==> src/rtl/ooo_pkg.sv <==
// Shared out-of-order core sizing: physical/architectural register counts and tag/pointer types.
// The physical register file and the rename map table use the same definitions.
package ooo_pkg;

   localparam int unsigned NUM_PHYS_REGS = 64;
   localparam int unsigned NUM_ARCH_REGS = 32;
   localparam int unsigned PW            = $clog2(NUM_PHYS_REGS);

   typedef logic [PW-1:0] preg_tag_t;
   // One extra wrap bit so that a full list and an empty list are distinguishable.
   typedef logic [PW:0]   ptr_t;

endpackage

==> src/rtl/phys_reg_free_list.sv <==
// Circular free list of physical register tags: dual show-ahead allocation, dual release at
// retire, and a committed head that a flush restores allocation to.
module phys_reg_free_list
   import ooo_pkg::*;
(
   input  logic          CLK,
   input  logic          RESET,
   input  logic          AllocReq1_IN,
   input  logic          AllocReq2_IN,
   output logic [PW-1:0] AllocReg1_OUT,
   output logic [PW-1:0] AllocReg2_OUT,
   output logic          AllocGrant_OUT,
   input  logic          FreeEnable1_IN,
   input  logic [PW-1:0] FreeReg1_IN,
   input  logic          FreeEnable2_IN,
   input  logic [PW-1:0] FreeReg2_IN,
   input  logic [1:0]    CommitCount_IN,
   input  logic          Flush_IN,
   output logic [PW:0]   FreeCount_OUT
);

   localparam int unsigned NUM_INIT = NUM_PHYS_REGS - NUM_ARCH_REGS;

   preg_tag_t  list_q [NUM_PHYS_REGS];
   ptr_t       head_q, head_d;
   ptr_t       commit_head_q, commit_head_d;
   ptr_t       tail_q, tail_d;
   ptr_t       count;
   logic [1:0] need;
   logic [1:0] nfree;
   logic       grant;
   preg_tag_t  head_idx, head_idx1;
   preg_tag_t  tail_idx, tail_idx1;
   logic       wr_a_en, wr_b_en;
   preg_tag_t  wr_a_data;

   assign head_idx  = head_q[PW-1:0];
   assign head_idx1 = head_q[PW-1:0] + preg_tag_t'(1);
   assign tail_idx  = tail_q[PW-1:0];
   assign tail_idx1 = tail_q[PW-1:0] + preg_tag_t'(1);

   always_comb begin
      need  = {1'b0, AllocReq1_IN} + {1'b0, AllocReq2_IN};
      nfree = {1'b0, FreeEnable1_IN} + {1'b0, FreeEnable2_IN};
      // Count uses the registered tail, so tags freed this cycle are not yet allocatable.
      count = tail_q - head_q;
      grant = (need != 2'd0) && !Flush_IN && (ptr_t'(need) <= count);

      commit_head_d = commit_head_q + ptr_t'(CommitCount_IN);
      tail_d        = tail_q + ptr_t'(nfree);
      head_d        = head_q;
      if (Flush_IN) begin
         head_d = commit_head_d;
      end else if (grant) begin
         head_d = head_q + ptr_t'(need);
      end
   end

   // A lone release on port 2 takes the tail slot, keeping the written entries contiguous.
   always_comb begin
      wr_a_en   = FreeEnable1_IN | FreeEnable2_IN;
      wr_a_data = FreeEnable1_IN ? FreeReg1_IN : FreeReg2_IN;
      wr_b_en   = FreeEnable1_IN & FreeEnable2_IN;
   end

   always_comb begin
      AllocReg1_OUT  = list_q[head_idx];
      AllocReg2_OUT  = AllocReq1_IN ? list_q[head_idx1] : list_q[head_idx];
      AllocGrant_OUT = grant;
      FreeCount_OUT  = count;
   end

   always_ff @(posedge CLK or negedge RESET) begin
      if (!RESET) begin
         head_q        <= '0;
         commit_head_q <= '0;
         tail_q        <= ptr_t'(NUM_INIT);
      end else begin
         head_q        <= head_d;
         commit_head_q <= commit_head_d;
         tail_q        <= tail_d;
      end
   end

   always_ff @(posedge CLK or negedge RESET) begin
      if (!RESET) begin
         for (int unsigned i = 0; i < NUM_PHYS_REGS; i++) begin
            list_q[i] <= (i < NUM_INIT) ? preg_tag_t'(NUM_ARCH_REGS + i) : '0;
         end
      end else begin
         if (wr_a_en) begin
            list_q[tail_idx] <= wr_a_data;
         end
         if (wr_b_en) begin
            list_q[tail_idx1] <= FreeReg2_IN;
         end
      end
   end

`ifndef SYNTHESIS
   always @(posedge CLK) begin
      if (RESET) begin
         assert (ptr_t'(tail_d - head_d) <= ptr_t'(NUM_PHYS_REGS))
            else $error("phys_reg_free_list: release overflows the free list");
      end
   end
`endif

endmodule
==> config.mk <==
export PLATFORM = sky130hd
export DESIGN_NAME = phys_reg_free_list
export DESIGN_NICKNAME = d
export VERILOG_FILES = /design/src/rtl/ooo_pkg.sv /design/src/rtl/phys_reg_free_list.sv
export SDC_FILE = /design/constraint.sdc
export NUM_CORES = 1
export LEC_CHECK = 0
export BUFFER_PORTS_ARGS = -buffer_cell sky130_fd_sc_hd__buf_4
export CAP_MARGIN = 20
export CORE_MARGIN = 2
export CORE_UTILIZATION = 60
export CTS_BUF_LIST = sky130_fd_sc_hd__clkbuf_4 sky130_fd_sc_hd__clkbuf_8
export DETAILED_ROUTE_END_ITERATION = 16
export GPL_TIMING_DRIVEN = 0
export PLACE_DENSITY = 0.76
export SYNTH_ARGS = -nofsm -noshare
export SYNTH_HDL_FRONTEND = slang
export SYNTH_SLANG_ARGS = --single-unit
==> constraint.sdc <==
create_clock -name CLK -period 5.6 [get_ports CLK]
set_clock_uncertainty 0.15 [all_clocks]
set_input_delay 0 -clock CLK [delete_from_list [all_inputs] [get_ports CLK]]
set_output_delay 0 -clock CLK [all_outputs]
set_load 0.005 [all_outputs]
# ---- Yosys cells after proc, flatten, opt, wreduce, memory -nomap -nowiden
# Index checks and enable logic that the tools add are counted.
dict set report totals {
  input_bits 21
  regBits 405
  output_inout_bits 20
  wordCells 113
}
dict set report op_classes {
  add_sub_neg 8
  muxes 18
  bitwise_logic 6
  reduce_logical 7
  magnitude_cmp 7
}
# operator count
set op_table {}
lappend op_table {{384-bit bitwise mux} 2}
lappend op_table {{384-bit two-way mux} 2}
lappend op_table {{6-bit binary-select mux with 6-bit select} 2}
lappend op_table {{6-bit demux with 6-bit select} 2}
lappend op_table {{6-bit two-way mux} 8}
lappend op_table {{7-bit greater-or-equal comparator, second input constant} 4}
lappend op_table {{6-bit NOT with 7-bit output} 4}
lappend op_table {{7-bit by 2-bit adder with 7-bit output} 3}
lappend op_table {{7-bit by 1-bit less-than comparator with 1-bit output, second input constant} 2}
lappend op_table {{7-bit two-way mux} 2}
lappend op_table {{6-bit by 1-bit adder with 6-bit output, second input constant} 2}
lappend op_table {{2-bit by 7-bit less-or-equal comparator with 1-bit output} 1}
lappend op_table {{7-bit subtractor} 1}
lappend op_table {{1-bit by 1-bit adder with 2-bit output} 2}
lappend op_table {{1-bit logical AND} 4}
lappend op_table {{2-bit nonzero test} 2}
lappend op_table {{1-bit AND} 1}
lappend op_table {{1-bit zero test} 1}
lappend op_table {{1-bit bitwise OR} 1}

# ---- Depth between registers and ports, before layout
dict set report logic_depth {
  ltp_word 9
  ltp_mapped 12
  ltp_nobuf 9
}

# ---- Least setup slack after synthesis
# No wires, ideal clock.
dict set report synth_timing {
  path_type {reg-to-reg}
  start {reg head_q[1]}
  end {reg head_q[1]}
  path_buffers 3
  setup_time_ns 0.142
  setup_slack_ns 2.475
  required_ns 5.308
  arrival_ns 2.833
  period_less_slack_ns 3.125
  stages_incl_launch_ff 12
  cell_sequence {dfrtp_1 > buf_4 > buf_2 > buf_2 > inv_1 > ha_1 > nand2b_1 > a21oi_1 > o311ai_0 > a311o_1 > o21a_1 > o221ai_1}
}
dict set report synth_between {
  elab_chain_cells 4
  word_cells_on_any_way 7
  cone_classes {add/sub: 2; order compare: 1; mux: 2; reduce/logical: 2}
}
# item line_no
set synth_rtl {}
lappend synth_rtl {{start, declared} phys_reg_free_list.sv:25} ;# ptr_t head_q, head_d;
lappend synth_rtl {{start signal, assigned} phys_reg_free_list.sv:75} ;# head_q <= '0;
lappend synth_rtl {{start signal, assigned} phys_reg_free_list.sv:79} ;# head_q <= head_d;
lappend synth_rtl {{7-bit subtractor} phys_reg_free_list.sv:46} ;# count = tail_q - head_q;
lappend synth_rtl {{via FreeCount_OUT[5]} phys_reg_free_list.sv:19} ;# output logic [PW:0] FreeCount_OUT
lappend synth_rtl {{2-bit by 7-bit less-or-equal comparator with 1-bit output} phys_reg_free_list.sv:47} ;# grant = (need != 2'd0) && !Flush_IN && (ptr_t'(need) <= count);
lappend synth_rtl {{1-bit logical AND} phys_reg_free_list.sv:47}
lappend synth_rtl {{2-bit nonzero test (no line)} n/a}
# The timed path passes the listed nets, and every way through them passes these cells. The select of a mux whose other input is x is not followed.
# A chain may end at the register's enable or synchronous reset.

# ---- Worst setup path after layout
dict set report layout_timing {
  start {reg head_q[1]}
  end {out AllocReg2_OUT[0]}
}
dict set report layout_between {
  elab_chain_cells 6
  word_cells_on_any_way 10
  cone_classes {add/sub: 1; mux: 7; bitwise: 2}
}
# item line_no
set layout_rtl {}
lappend layout_rtl {{6-bit by 1-bit adder with 6-bit output} phys_reg_free_list.sv:38} ;# assign head_idx1 = head_q[PW-1:0] + preg_tag_t'(1);
lappend layout_rtl {{6-bit NOT with 7-bit output (implied by the code)} phys_reg_free_list.sv:68} ;# AllocReg2_OUT = AllocReq1_IN ? list_q[head_idx1] : list_q[head_idx];
lappend layout_rtl {{6-bit binary-select mux with 6-bit select} phys_reg_free_list.sv:68}
lappend layout_rtl {{6-bit two-way mux (implied by the code) (2 in series)} phys_reg_free_list.sv:68}
lappend layout_rtl {{6-bit two-way mux *} phys_reg_free_list.sv:68}
lappend layout_rtl {{end, declared} phys_reg_free_list.sv:11} ;# output logic [PW-1:0] AllocReg2_OUT,
# Mark *: on every way between the ends. The rest lies on a longest branch, timed or not. The select of a mux whose other input is x is not followed.

==> results.toml <==
[setup_path]
rr_startpoint = "head_q[1]"
start_kind = "register"
cp_data_required_time_ps = 5450
reg2reg_slack_ps = 260
regToRegEndpoint = "head_q[2]"
worst_ep_arrival_time_ps = 5580
reg2reg_depth = 12
criticalPathCategory = "reg2out"
critPathCaptureType = "output port"
cp_max_fo = 10

[logic_synthesis]
synth_compound_area_frac = 0.122
netlist_area_sq_um = 27200
yosys.area_share.simple = 0.129
ys_ff_latch = 405
yosys-mux-area-fraction = 0.305
synth_cells = 2679
synth_top_family_by_area = "multiplexers"
syn-num-nets = 2721
ys_seq_area_frac = 0.378
synth_edf_count = 0
syn_avg_cell_area_sq_um = 10.1
synth-adder-area-share = 0.0108
synth_xor_area_frac = 0.00612
ys.flop_type = "dfrtp_1"
synth_warnings = 0
synth.distinct_cells = 79
async_flop_share = 1.00

[finish]
layout_common_cells = "nand2_1, mux2_2, dfrtp_1"
drive_gt1_frac = 0.325
multi_input_area_sq_um = 15600
layout_commonest_cell = "nand2_1"
layout.cells.non_filler = 3480
fillCellCount = 3295
seq_area_sq_um = 10300
area_growth_pct = 11.5
finalNetCount = 2869

[route]
drtIter0Drc = 4048
drtPass1Iterations = 8
vias = 25400
routed.top_layer = "met5"
wl_met1_microns = 42000
dr_wl_met2_microns = 48600
final_antenna_net_count = 0
wl_microns = 121000
dr_wl_met3_microns = 19300
drc = 0
via_per_inst = 7.30
wl_per_cell_microns = 34.7

[clocking]
root_buffer = "clkbuf_8"
clk_pin_slew_worst_paths_ps = 60
clock-sinks = 405
clk_latency_ps = 700
cts_tree = "yes"
numCtsBuffers = 72
clk_path_buf_depth = 3
htreeDepth = 3

[timing]
maxSlewViolCount = 0
setup_violations = 2
final.setup.worst_slack_ps = -125
max_slew_margin = 0.129
tightest_slew_ps = 1300
fin_crit_ps = 5730
min_period_over_period = 1.02
hold_viol_final = 0
rsz0062_at_grt = "false"
max_freq_ghz = 0.175

[pwr]
p_per_area_nw_per_um2 = 736
power_w = 0.0223
vdd_ir_drop_max_v = 0.000400
leakage_nw = 12.2

[job]
maxCapViolations = 0

[floorplanning]
die_y_microns = 217
die_w_microns = 217
pin_count = 41
die_area_sq_um = 47000
rows = 77
start_util = 0.612
core_sq_um = 44400

[hold_path]
min_to = "head_q[3]"
holdPathStages = 6
min_path_type = "in2reg"
worstHoldStart = "AllocReq1_IN"

[global_route]
grt_overflow_total = 0
grt_max_degree = 121
grt_pass1_wl_microns = 173000
grt_pass1_vias = 24700
antenna_found_initial = 8
grt_use_total = 0.520

[placement]
gp_congestion = 1.09
place_inst = 3322
place_hpwl_microns = 86500
io_buffer_count = 40

[outcome]
violations = "negative setup slack"
status = "complete, but fails checks"
## Yosys cell counts, drive strengths merged (7+ instances only)
master / instances / area share
clkbuf: 160 / 0.022
buf: 83 / 0.021
mux4: 180 / 0.15
nor2b: 11 / 0.0025
and2: 14 / 0.0032
a22o: 18 / 0.0058
a21oi: 216 / 0.040
and3: 9 / 0.0021
inv: 36 / 0.0050
o21ai: 234 / 0.043
nand3: 57 / 0.010
a221oi: 17 / 0.0062
nand4: 12 / 0.0028
nor2: 300 / 0.044
nand2: 370 / 0.051
o221ai: 11 / 0.0038
ha: 17 / 0.0078
xnor2: 12 / 0.0039
mux2: 346 / 0.14
nand2b: 9 / 0.0021
mux2i: 31 / 0.011
a22oi: 11 / 0.0032
o211ai: 8 / 0.0022
dfrtp: 292 / 0.27
dfstp: 113 / 0.11
nor3: 22 / 0.0042
xor2: 7 / 0.0023
## cell families after synthesis
| kind of cell | Yosys count |
|---|---|
| AND/OR/NAND/NOR | 826 |
| AO/OA/AOI/OAI | 571 |
| multiplexers | 557 |
| flip-flops | 405 |
| buffers and inverters | 280 |
| adder cells (fa/ha/maj) | 21 |
| XOR/XNOR | 19 |
## power by group
group | switching [W] | total [W] | internal [W]
sequential | 0.00139 | 0.00599 | 0.00460
clock | 0.00139 | 0.00319 | 0.00180
combinational | 0.00768 | 0.0131 | 0.00544
## worst max-delay path by stage
stage | from | endpoint | slack [ps] | cells past startpoint
after global routing | head_q[1] | AllocReg2_OUT[0] | 90 | 10
after floorplan | head_q[1] | head_q[1] | 2480 | 11
after global placement | RESET | list_q[126] | 310 | 1
final | head_q[1] | AllocReg2_OUT[0] | -130 | 10
after CTS | head_q[1] | AllocReg2_OUT[0] | 140 | 10
after detailed placement | head_q[1] | AllocReg2_OUT[0] | 870 | 10
## state kept, by name, indices dropped and copies added, names as in the netlist
register and flops:
tail_q 7, commit_head_q 7, list_q 384, head_q 7
## worst max-delay path, cell delays in order (launching register included)
cell and delay (ps):
dfrtp_1 670, ha_1 250, buf_2 190, xor2_1 840, clkdlybuf4s15_1 890, clkbuf_1 670
nand2_1 100, nand3_1 230, nand4_1 400, o221ai_1 440, buf_4 180
## timing repair
action,CTS,global route
resized for setup,0,6
hold buffers,23,0
buffers inserted,0,0
endpoints found under the hold margin,234,0
endpoints found under the setup margin,0,5
## metal layers
| layer | GRT usage | vias to the layer above |
|---|---|---|
| met4 | 0.374 | 20 |
| met1 | 0.648 | 12400 |
| li1 | - | 10000 |
| met3 | 0.237 | 656 |
| met5 | 0 | - |
| met2 | 0.714 | 2322 |
## metrics by stage
stage / utilization / hold slack [ps] / TNS (ps) / setup slack (ps) / instance area (sq um)
finish: 0.682 / 136 / -157 / -125 / 30300
global placement: 0.635 / 109 / 0 / 315 / 28200
CTS: 0.682 / 54.9 / 0 / 136 / 30300
global route: 0.682 / 104 / 0 / 94.9 / 30300
floorplan: - / -446 / 0 / 2480 / 27200
detailed placement: 0.640 / -73.0 / 0 / 868 / 28400
## area by class of cell
type / instances / share of cell area
Timing Repair Buffer: 74 / 0.0239
Clock inverter: 15 / 0.00570
Multi-Input combinational cell: 1994 / 0.515
Tap cell: 592 / 0.0244
Sequential cell: 405 / 0.339
Buffer: 244 / 0.0393
Clock buffer: 118 / 0.0482
Antenna cell: 2 / 0.000165
Inverter: 36 / 0.00446
No activity file was read; power rests on OpenSTA's default activity.
